### src/rtl/d_issue_stage_pkg.sv
// Shared constants and types for the D-stage issue block of the 5-stage MIPS pipeline.
package d_issue_stage_pkg;

    localparam int unsigned TWIDTH    = 2;
    localparam logic [1:0]  TUSE_NONE = 2'd3;
    localparam logic [31:0] NOP_INSTR = 32'd0;
    localparam logic [31:0] RESET_PC  = 32'h0000_3000;

    typedef logic [TWIDTH-1:0] tnew_t;

    typedef enum logic [1:0] {
        FWD_GRF,
        FWD_W,
        FWD_M,
        FWD_E
    } fwd_src_e;

    // A writer hits a source when it writes a non-zero register equal to that source.
    function automatic logic rd_hit(input logic we, input logic [4:0] a3, input logic [4:0] a);
        return we && (a3 != 5'd0) && (a3 == a);
    endfunction

endpackage

### src/rtl/d_issue_stage_if.sv
// D-stage operand/hazard bus: D-stage inputs, M/W producer info and the D/E register outputs.
interface d_issue_stage_if
    import d_issue_stage_pkg::*;
#(
    parameter int unsigned WIDTH = 32
);
    logic [31:0]      D_Instr;
    logic [WIDTH-1:0] D_PC;
    logic [WIDTH-1:0] D_GRF_RD1;
    logic [WIDTH-1:0] D_GRF_RD2;
    logic [4:0]       D_A1;
    logic [4:0]       D_A2;
    logic [4:0]       D_A3;
    logic             D_RegWrite;
    tnew_t            D_Tuse_rs;
    tnew_t            D_Tuse_rt;
    tnew_t            D_Tnew;
    logic [4:0]       M_A3;
    logic             M_RegWrite;
    tnew_t            M_Tnew;
    logic [WIDTH-1:0] M_WD;
    logic [4:0]       W_A3;
    logic             W_RegWrite;
    logic [WIDTH-1:0] W_WD;

    logic             D_Stall;
    logic [WIDTH-1:0] D_FwdRD1;
    logic [WIDTH-1:0] D_FwdRD2;
    logic [31:0]      E_Instr;
    logic [WIDTH-1:0] E_PC;
    logic [WIDTH-1:0] E_RD1;
    logic [WIDTH-1:0] E_RD2;
    logic [4:0]       E_A1;
    logic [4:0]       E_A2;
    logic [4:0]       E_A3;
    logic             E_RegWrite;
    tnew_t            E_Tnew;
    logic             E_Valid;

    modport master (
        output D_Instr, D_PC, D_GRF_RD1, D_GRF_RD2, D_A1, D_A2, D_A3, D_RegWrite,
               D_Tuse_rs, D_Tuse_rt, D_Tnew, M_A3, M_RegWrite, M_Tnew, M_WD,
               W_A3, W_RegWrite, W_WD,
        input  D_Stall, D_FwdRD1, D_FwdRD2, E_Instr, E_PC, E_RD1, E_RD2,
               E_A1, E_A2, E_A3, E_RegWrite, E_Tnew, E_Valid
    );

    modport slave (
        input  D_Instr, D_PC, D_GRF_RD1, D_GRF_RD2, D_A1, D_A2, D_A3, D_RegWrite,
               D_Tuse_rs, D_Tuse_rt, D_Tnew, M_A3, M_RegWrite, M_Tnew, M_WD,
               W_A3, W_RegWrite, W_WD,
        output D_Stall, D_FwdRD1, D_FwdRD2, E_Instr, E_PC, E_RD1, E_RD2,
               E_A1, E_A2, E_A3, E_RegWrite, E_Tnew, E_Valid
    );

endinterface

### src/rtl/d_issue_stage_fwd_sel.sv
// Per-operand bypass mux: picks the newest ready producer (E > M > W) or falls back to the GRF.
module d_issue_stage_fwd_sel
    import d_issue_stage_pkg::*;
#(
    parameter int unsigned WIDTH = 32
) (
    input  logic [4:0]       addr,
    input  logic [WIDTH-1:0] grf_rd,
    input  logic             e_we,
    input  logic [4:0]       e_a3,
    input  tnew_t            e_tnew,
    input  logic [WIDTH-1:0] e_pc,
    input  logic             m_we,
    input  logic [4:0]       m_a3,
    input  tnew_t            m_tnew,
    input  logic [WIDTH-1:0] m_wd,
    input  logic             w_we,
    input  logic [4:0]       w_a3,
    input  logic [WIDTH-1:0] w_wd,
    output logic [WIDTH-1:0] data
);

    fwd_src_e src;

    always_comb begin
        src = FWD_GRF;
        if (rd_hit(e_we, e_a3, addr) && (e_tnew == '0)) begin
            src = FWD_E;
        end else if (rd_hit(m_we, m_a3, addr) && (m_tnew == '0)) begin
            src = FWD_M;
        end else if (rd_hit(w_we, w_a3, addr)) begin
            src = FWD_W;
        end
    end

    // Only link-type instructions are ready in E; their result is the return address.
    always_comb begin
        data = grf_rd;
        unique case (src)
            FWD_E:   data = e_pc + WIDTH'(8);
            FWD_M:   data = m_wd;
            FWD_W:   data = w_wd;
            default: data = grf_rd;
        endcase
    end

endmodule

### src/rtl/d_issue_stage.sv
// D-stage issue: operand bypass, Tuse/Tnew stall detection and the D/E pipeline register.
module d_issue_stage #(
    parameter int unsigned           WIDTH    = 32,
    parameter logic [WIDTH-1:0]      RESET_PC = d_issue_stage_pkg::RESET_PC
) (
    input logic             Clk,
    input logic             Reset_n,
    d_issue_stage_if.slave  bus
);

    import d_issue_stage_pkg::*;

    logic stall_rs;
    logic stall_rt;

    d_issue_stage_fwd_sel #(.WIDTH(WIDTH)) u_fwd_rs (
        .addr   (bus.D_A1),
        .grf_rd (bus.D_GRF_RD1),
        .e_we   (bus.E_RegWrite),
        .e_a3   (bus.E_A3),
        .e_tnew (bus.E_Tnew),
        .e_pc   (bus.E_PC),
        .m_we   (bus.M_RegWrite),
        .m_a3   (bus.M_A3),
        .m_tnew (bus.M_Tnew),
        .m_wd   (bus.M_WD),
        .w_we   (bus.W_RegWrite),
        .w_a3   (bus.W_A3),
        .w_wd   (bus.W_WD),
        .data   (bus.D_FwdRD1)
    );

    d_issue_stage_fwd_sel #(.WIDTH(WIDTH)) u_fwd_rt (
        .addr   (bus.D_A2),
        .grf_rd (bus.D_GRF_RD2),
        .e_we   (bus.E_RegWrite),
        .e_a3   (bus.E_A3),
        .e_tnew (bus.E_Tnew),
        .e_pc   (bus.E_PC),
        .m_we   (bus.M_RegWrite),
        .m_a3   (bus.M_A3),
        .m_tnew (bus.M_Tnew),
        .m_wd   (bus.M_WD),
        .w_we   (bus.W_RegWrite),
        .w_a3   (bus.W_A3),
        .w_wd   (bus.W_WD),
        .data   (bus.D_FwdRD2)
    );

    // A source stalls while a producer in E or M will not be ready by the time it is used.
    always_comb begin
        stall_rs = 1'b0;
        stall_rt = 1'b0;
        if (bus.D_Tuse_rs != TUSE_NONE) begin
            stall_rs = (rd_hit(bus.E_RegWrite, bus.E_A3, bus.D_A1) && (bus.D_Tuse_rs < bus.E_Tnew))
                    || (rd_hit(bus.M_RegWrite, bus.M_A3, bus.D_A1) && (bus.D_Tuse_rs < bus.M_Tnew));
        end
        if (bus.D_Tuse_rt != TUSE_NONE) begin
            stall_rt = (rd_hit(bus.E_RegWrite, bus.E_A3, bus.D_A2) && (bus.D_Tuse_rt < bus.E_Tnew))
                    || (rd_hit(bus.M_RegWrite, bus.M_A3, bus.D_A2) && (bus.D_Tuse_rt < bus.M_Tnew));
        end
    end

    assign bus.D_Stall = stall_rs | stall_rt;

    always_ff @(posedge Clk) begin
        if (!Reset_n) begin
            bus.E_Instr    <= NOP_INSTR;
            bus.E_PC       <= RESET_PC;
            bus.E_RD1      <= '0;
            bus.E_RD2      <= '0;
            bus.E_A1       <= '0;
            bus.E_A2       <= '0;
            bus.E_A3       <= '0;
            bus.E_RegWrite <= 1'b0;
            bus.E_Tnew     <= '0;
            bus.E_Valid    <= 1'b0;
        end else if (bus.D_Stall) begin
            // Bubble still carries the stalled PC so a later exception can report it.
            bus.E_Instr    <= NOP_INSTR;
            bus.E_PC       <= bus.D_PC;
            bus.E_RD1      <= '0;
            bus.E_RD2      <= '0;
            bus.E_A1       <= '0;
            bus.E_A2       <= '0;
            bus.E_A3       <= '0;
            bus.E_RegWrite <= 1'b0;
            bus.E_Tnew     <= '0;
            bus.E_Valid    <= 1'b0;
        end else begin
            bus.E_Instr    <= bus.D_Instr;
            bus.E_PC       <= bus.D_PC;
            bus.E_RD1      <= bus.D_FwdRD1;
            bus.E_RD2      <= bus.D_FwdRD2;
            bus.E_A1       <= bus.D_A1;
            bus.E_A2       <= bus.D_A2;
            bus.E_A3       <= bus.D_A3;
            bus.E_RegWrite <= bus.D_RegWrite;
            bus.E_Tnew     <= bus.D_Tnew;
            bus.E_Valid    <= 1'b1;
        end
    end

endmodule
### src/flat_wrapper.sv
// flat-port wrapper written by rule: the top's interface ports become plain ports
module d_issue_stage_flat import d_issue_stage_pkg::*;
#(
    parameter int unsigned           WIDTH    = 32,
    parameter logic [WIDTH-1:0]      RESET_PC = d_issue_stage_pkg::RESET_PC
)
  (Clk, Reset_n, bus_D_Instr, bus_D_PC, bus_D_GRF_RD1, bus_D_GRF_RD2, bus_D_A1, bus_D_A2, bus_D_A3, bus_D_RegWrite, bus_D_Tuse_rs, bus_D_Tuse_rt, bus_D_Tnew, bus_M_A3, bus_M_RegWrite, bus_M_Tnew, bus_M_WD, bus_W_A3, bus_W_RegWrite, bus_W_WD, bus_D_Stall, bus_D_FwdRD1, bus_D_FwdRD2, bus_E_Instr, bus_E_PC, bus_E_RD1, bus_E_RD2, bus_E_A1, bus_E_A2, bus_E_A3, bus_E_RegWrite, bus_E_Tnew, bus_E_Valid);
  d_issue_stage_if #(.WIDTH(WIDTH)) bus_i ();
  input logic Clk;
  input logic Reset_n;
  input wire logic [$bits(bus_i.D_Instr)-1:0] bus_D_Instr;
  input wire logic [$bits(bus_i.D_PC)-1:0] bus_D_PC;
  input wire logic [$bits(bus_i.D_GRF_RD1)-1:0] bus_D_GRF_RD1;
  input wire logic [$bits(bus_i.D_GRF_RD2)-1:0] bus_D_GRF_RD2;
  input wire logic [$bits(bus_i.D_A1)-1:0] bus_D_A1;
  input wire logic [$bits(bus_i.D_A2)-1:0] bus_D_A2;
  input wire logic [$bits(bus_i.D_A3)-1:0] bus_D_A3;
  input wire logic [$bits(bus_i.D_RegWrite)-1:0] bus_D_RegWrite;
  input wire logic [$bits(bus_i.D_Tuse_rs)-1:0] bus_D_Tuse_rs;
  input wire logic [$bits(bus_i.D_Tuse_rt)-1:0] bus_D_Tuse_rt;
  input wire logic [$bits(bus_i.D_Tnew)-1:0] bus_D_Tnew;
  input wire logic [$bits(bus_i.M_A3)-1:0] bus_M_A3;
  input wire logic [$bits(bus_i.M_RegWrite)-1:0] bus_M_RegWrite;
  input wire logic [$bits(bus_i.M_Tnew)-1:0] bus_M_Tnew;
  input wire logic [$bits(bus_i.M_WD)-1:0] bus_M_WD;
  input wire logic [$bits(bus_i.W_A3)-1:0] bus_W_A3;
  input wire logic [$bits(bus_i.W_RegWrite)-1:0] bus_W_RegWrite;
  input wire logic [$bits(bus_i.W_WD)-1:0] bus_W_WD;
  output wire logic [$bits(bus_i.D_Stall)-1:0] bus_D_Stall;
  output wire logic [$bits(bus_i.D_FwdRD1)-1:0] bus_D_FwdRD1;
  output wire logic [$bits(bus_i.D_FwdRD2)-1:0] bus_D_FwdRD2;
  output wire logic [$bits(bus_i.E_Instr)-1:0] bus_E_Instr;
  output wire logic [$bits(bus_i.E_PC)-1:0] bus_E_PC;
  output wire logic [$bits(bus_i.E_RD1)-1:0] bus_E_RD1;
  output wire logic [$bits(bus_i.E_RD2)-1:0] bus_E_RD2;
  output wire logic [$bits(bus_i.E_A1)-1:0] bus_E_A1;
  output wire logic [$bits(bus_i.E_A2)-1:0] bus_E_A2;
  output wire logic [$bits(bus_i.E_A3)-1:0] bus_E_A3;
  output wire logic [$bits(bus_i.E_RegWrite)-1:0] bus_E_RegWrite;
  output wire logic [$bits(bus_i.E_Tnew)-1:0] bus_E_Tnew;
  output wire logic [$bits(bus_i.E_Valid)-1:0] bus_E_Valid;
  assign bus_i.D_Instr = bus_D_Instr;
  assign bus_i.D_PC = bus_D_PC;
  assign bus_i.D_GRF_RD1 = bus_D_GRF_RD1;
  assign bus_i.D_GRF_RD2 = bus_D_GRF_RD2;
  assign bus_i.D_A1 = bus_D_A1;
  assign bus_i.D_A2 = bus_D_A2;
  assign bus_i.D_A3 = bus_D_A3;
  assign bus_i.D_RegWrite = bus_D_RegWrite;
  assign bus_i.D_Tuse_rs = bus_D_Tuse_rs;
  assign bus_i.D_Tuse_rt = bus_D_Tuse_rt;
  assign bus_i.D_Tnew = bus_D_Tnew;
  assign bus_i.M_A3 = bus_M_A3;
  assign bus_i.M_RegWrite = bus_M_RegWrite;
  assign bus_i.M_Tnew = bus_M_Tnew;
  assign bus_i.M_WD = bus_M_WD;
  assign bus_i.W_A3 = bus_W_A3;
  assign bus_i.W_RegWrite = bus_W_RegWrite;
  assign bus_i.W_WD = bus_W_WD;
  assign bus_D_Stall = bus_i.D_Stall;
  assign bus_D_FwdRD1 = bus_i.D_FwdRD1;
  assign bus_D_FwdRD2 = bus_i.D_FwdRD2;
  assign bus_E_Instr = bus_i.E_Instr;
  assign bus_E_PC = bus_i.E_PC;
  assign bus_E_RD1 = bus_i.E_RD1;
  assign bus_E_RD2 = bus_i.E_RD2;
  assign bus_E_A1 = bus_i.E_A1;
  assign bus_E_A2 = bus_i.E_A2;
  assign bus_E_A3 = bus_i.E_A3;
  assign bus_E_RegWrite = bus_i.E_RegWrite;
  assign bus_E_Tnew = bus_i.E_Tnew;
  assign bus_E_Valid = bus_i.E_Valid;
  d_issue_stage #(.WIDTH(WIDTH), .RESET_PC(RESET_PC)) u_core (.Clk(Clk), .Reset_n(Reset_n), .bus(bus_i));
endmodule
### config.mk
export PLATFORM = sky130hd
export DESIGN_NAME = d_issue_stage_flat
export DESIGN_NICKNAME = d
export VERILOG_FILES = /design/src/rtl/d_issue_stage_pkg.sv /design/src/rtl/d_issue_stage_if.sv /design/src/rtl/d_issue_stage_fwd_sel.sv /design/src/rtl/d_issue_stage.sv /design/src/flat_wrapper.sv
export SDC_FILE = /design/constraint.sdc
export NUM_CORES = 1
export LEC_CHECK = 0
export CORE_AREA = 2 2 170 172
export CTS_CLUSTER_SIZE = 30
export DETAILED_ROUTE_END_ITERATION = 6
export DIE_AREA = 0 0 172 174
export GPL_ROUTABILITY_DRIVEN = 0
export SLEW_MARGIN = 40
export SYNTH_ARGS = -nofsm -noshare
export SYNTH_HDL_FRONTEND = slang
export SYNTH_SLANG_ARGS = --single-unit
### constraint.sdc
create_clock -name Clk -period 2.9 [get_ports Clk]
set_input_delay 0.435 -clock Clk [delete_from_list [all_inputs] [get_ports Clk]]
set_output_delay 0.435 -clock Clk [all_outputs]
set_load 0.005 [all_outputs]
==> out/results.ini <==
[power_and_ir_drop]
power_leakage_uw=0.00733
power_density_nw_per_um2=360
p_total_uw=6160
pwr-share-seq_pct=35.8
ir_worst_vdd_mv=0.315
combPwrFrac_pct=26.7
p_sw_uw=1650
share_clk_of_total_power_pct=37.5
internal-power_uw=4520
switching_share_pct=26.7

[detailed_routing]
drtAntennaViolNets=0
vias_per_cell=4.84
drc=0
wirelength_mm=44.1
firstDrtPassIters=5
top_layer=met4
wl_met2_mm=21.2
met3_length_mm=3.17
wl_met1_mm=18.0
via_count=9787
drtIter0Drc=612
route.detailed.wl_per_inst_um=21.8

[flow_run]
cap_viol_max_count=0

[grt]
grt_use_total_pct=27.8
antenna_found_initial=1
grt_pass1_vias=9957
grt_overflow=0
grt_max_degree=46
grt_pass1_wl_mm=61.4

[placed_design]
dpl.hpwl_mm=30.2
port-buffer-count=441

[cts]
cts_buffers=17
cts_max_level=4
clock_latency_ps=440
clk_pin_slew_ps=60
cts.sinks=147
cts_max_path_buffers=2
cts_tree=built
cts_root_buf=clkbuf_16

[setup_path]
rrSetupSlack_ps=0
worst_r2r_endpoint=u_core.bus.E_RD1[27]
cp-start-kind=flop
cp.arrival_ps=2500
worst-setup-path-type=reg2out
rr_startpoint=u_core.bus.E_A3[1]
end_kind=primary output
cp_max_fo=6
r2r_cells=18
crit_required_ps=2470

[floorplanning]
num_rows=62
core-area_sq_um=28200
die_w_um=172
die_h_um=174
num_io_pins=442
dieArea_sq_um=29900
start_util_pct=26.2

[synth]
yosys_warnings=0
synth.distinct_cells=58
synth_edf_count=0
synthCells=844
syn-mean-instance-area_sq_um=8.78
ys_seq_elements=147
synthesis.nets=1079
syn_area_sq_um=7410
ys.flop_type=dfxtp_1
synthArstFlopShare_pct=0
ys_seq_area_share_pct=39.7

[hold_path]
holdPathEnd=u_core.bus.E_A1[0]
hp-class=in2reg
whs_path_depth=2
hold_start=bus_D_A1[0]

[run_status]
status=finished, violations left
violations=setup timing

[timing]
rsz0062_at_grt=true
finalClockSkew_ps=15.4
finalWorstSetupSlack_ps=-33.5
clock.fmax_mhz=341
setup-violations-final=4
hold_slack_ps=347
hold_viol_final=0
tightest_slew_ps=682
finalSetupTns_ps=-100
slew_headroom_pct=54.2
finalCritPeriodShare_pct=101
min_period_ps=2930
finalMaxSlewViolations=0

[finish]
nNetsFinal=1860
num-fill-cells=2380
area_delta_synth_final_pct=131
drive_gt1_share_pct=44.7
mostFrequentLayoutCell=clkdlybuf4s50_1
mostFrequentLayoutCells=353 x clkdlybuf4s50_1, 289 x buf_4, 133 x dfxtp_1

## per-stage QoR
stage                     cells  util, %  area [sq um]  setup WS (ps)
after floorplan             844        -          7410            370
after global placement     1825     48.8         13800           -934
after detailed placement   1825     48.8         13800           -791
after CTS                  1995     58.1         16400          -59.1
after global routing       2021     60.7         17100           -112
final                      2021     60.7         17100          -33.5
## Yosys cell counts (all sizes together), types with 18 or more instances
| cell | count | area, sq um |
|---|---|---|
| or2 | 18 | 113 |
| nor3 | 58 | 410 |
| nand2 | 42 | 158 |
| buf | 25 | 213 |
| o21ai | 41 | 209 |
| dfxtp | 147 | 2940 |
| xnor2 | 36 | 315 |
| o21a | 28 | 210 |
| nor2 | 86 | 325 |
| xor2 | 20 | 175 |
| a21oi | 50 | 254 |
| clkbuf | 22 | 88.8 |
| nand3 | 23 | 153 |
| and2 | 87 | 544 |
## routing by layer
layer	vias to the layer above	global-route usage, %
met3	107	5.92
met1	4668	34.8
met4	0	10.7
met2	463	46.5
li1	4549	-
met5	-	0
## critical path, stage by stage (launching register included)
cell     delay [ps]
dfxtp_4         360
buf_4           120
nor2_1           50
a21bo_2         190
or3_4           440
buf_12          160
buf_12          140
buf_4           130
o22a_1          220
nor2_1          100
buf_2           130
## repair_timing
action / CTS / global route
pin swaps: 111 / 73
cloned: 11 / 1
setup buffers: 135 / 31
setup endpoints to repair: 65 / 67
gates resized for setup: 522 / 171
hold buffers: 0 / 0
## power by group through the flow
| stage | clock network [uW] | registers [uW] | logic, uW |
|---|---|---|---|
| final | 2310 | 2210 | 1650 |
| after global routing | 2420 | 2220 | 1740 |
| after CTS | 2340 | 2200 | 1570 |
| after detailed placement | 0 | 2250 | 1410 |
| after global placement | 0 | 2250 | 1400 |
| after floorplan | 0 | 2260 | 370 |
## kinds of logic (layout without fill, tap and decap cells)
logic type / after synthesis / in the layout / share of synthesized area, %
muxes: 23 / 23 / 3.26
buffers and inverters: 55 / 847 / 4.49
adders and majority gates: 5 / 5 / 0.844
other: 0 / 1 / 0
AOI/OAI and AO/OA: 186 / 186 / 16.8
and+or+nand+nor: 372 / 372 / 28.3
DFF: 147 / 147 / 39.7
xor gates and xnor gates: 56 / 56 / 6.62
## sequential cells by signal (all words and copies together), names as in the netlist
| register | count |
|---|---|
| u_core.bus.E_A1 | 5 |
| u_core.bus.E_A2 | 5 |
| u_core.bus.E_A3 | 5 |
| u_core.bus.E_Instr | 32 |
| u_core.bus.E_PC | 32 |
| u_core.bus.E_RD1 | 32 |
| u_core.bus.E_RD2 | 32 |
| u_core.bus.E_RegWrite | 1 |
| u_core.bus.E_Tnew | 2 |
| u_core.bus.E_Valid | 1 |
## area by class of cell
| type | count | area, sq um | area share, % |
|---|---|---|---|
| repair buffers | 809 | 7590 | 44.3 |
| multi-input cells | 642 | 5490 | 32.0 |
| flip-flops and latches | 147 | 2970 | 17.3 |
| well taps | 384 | 480 | 2.80 |
| clock buffers | 20 | 447 | 2.61 |
| clock inverters | 10 | 135 | 0.788 |
| inverters | 8 | 31.3 | 0.182 |
| diodes | 1 | 2.50 | 0.0146 |
## worst max-delay path by stage
stage,from,slack (ps),to
finish,u_core.bus.E_A3[1],-30,bus_D_FwdRD2[14]
global route,u_core.bus.E_PC[25],-110,bus_D_FwdRD2[30]
CTS,u_core.bus.E_A3[1],-60,bus_D_FwdRD2[14]
detailed placement,bus_D_A1[0],-790,bus_D_FwdRD1[19]
global placement,bus_D_A1[4],-930,bus_D_FwdRD1[11]
floorplan,bus_W_A3[1],370,bus_D_FwdRD1[23]
(Power assumes the default switching activity.)
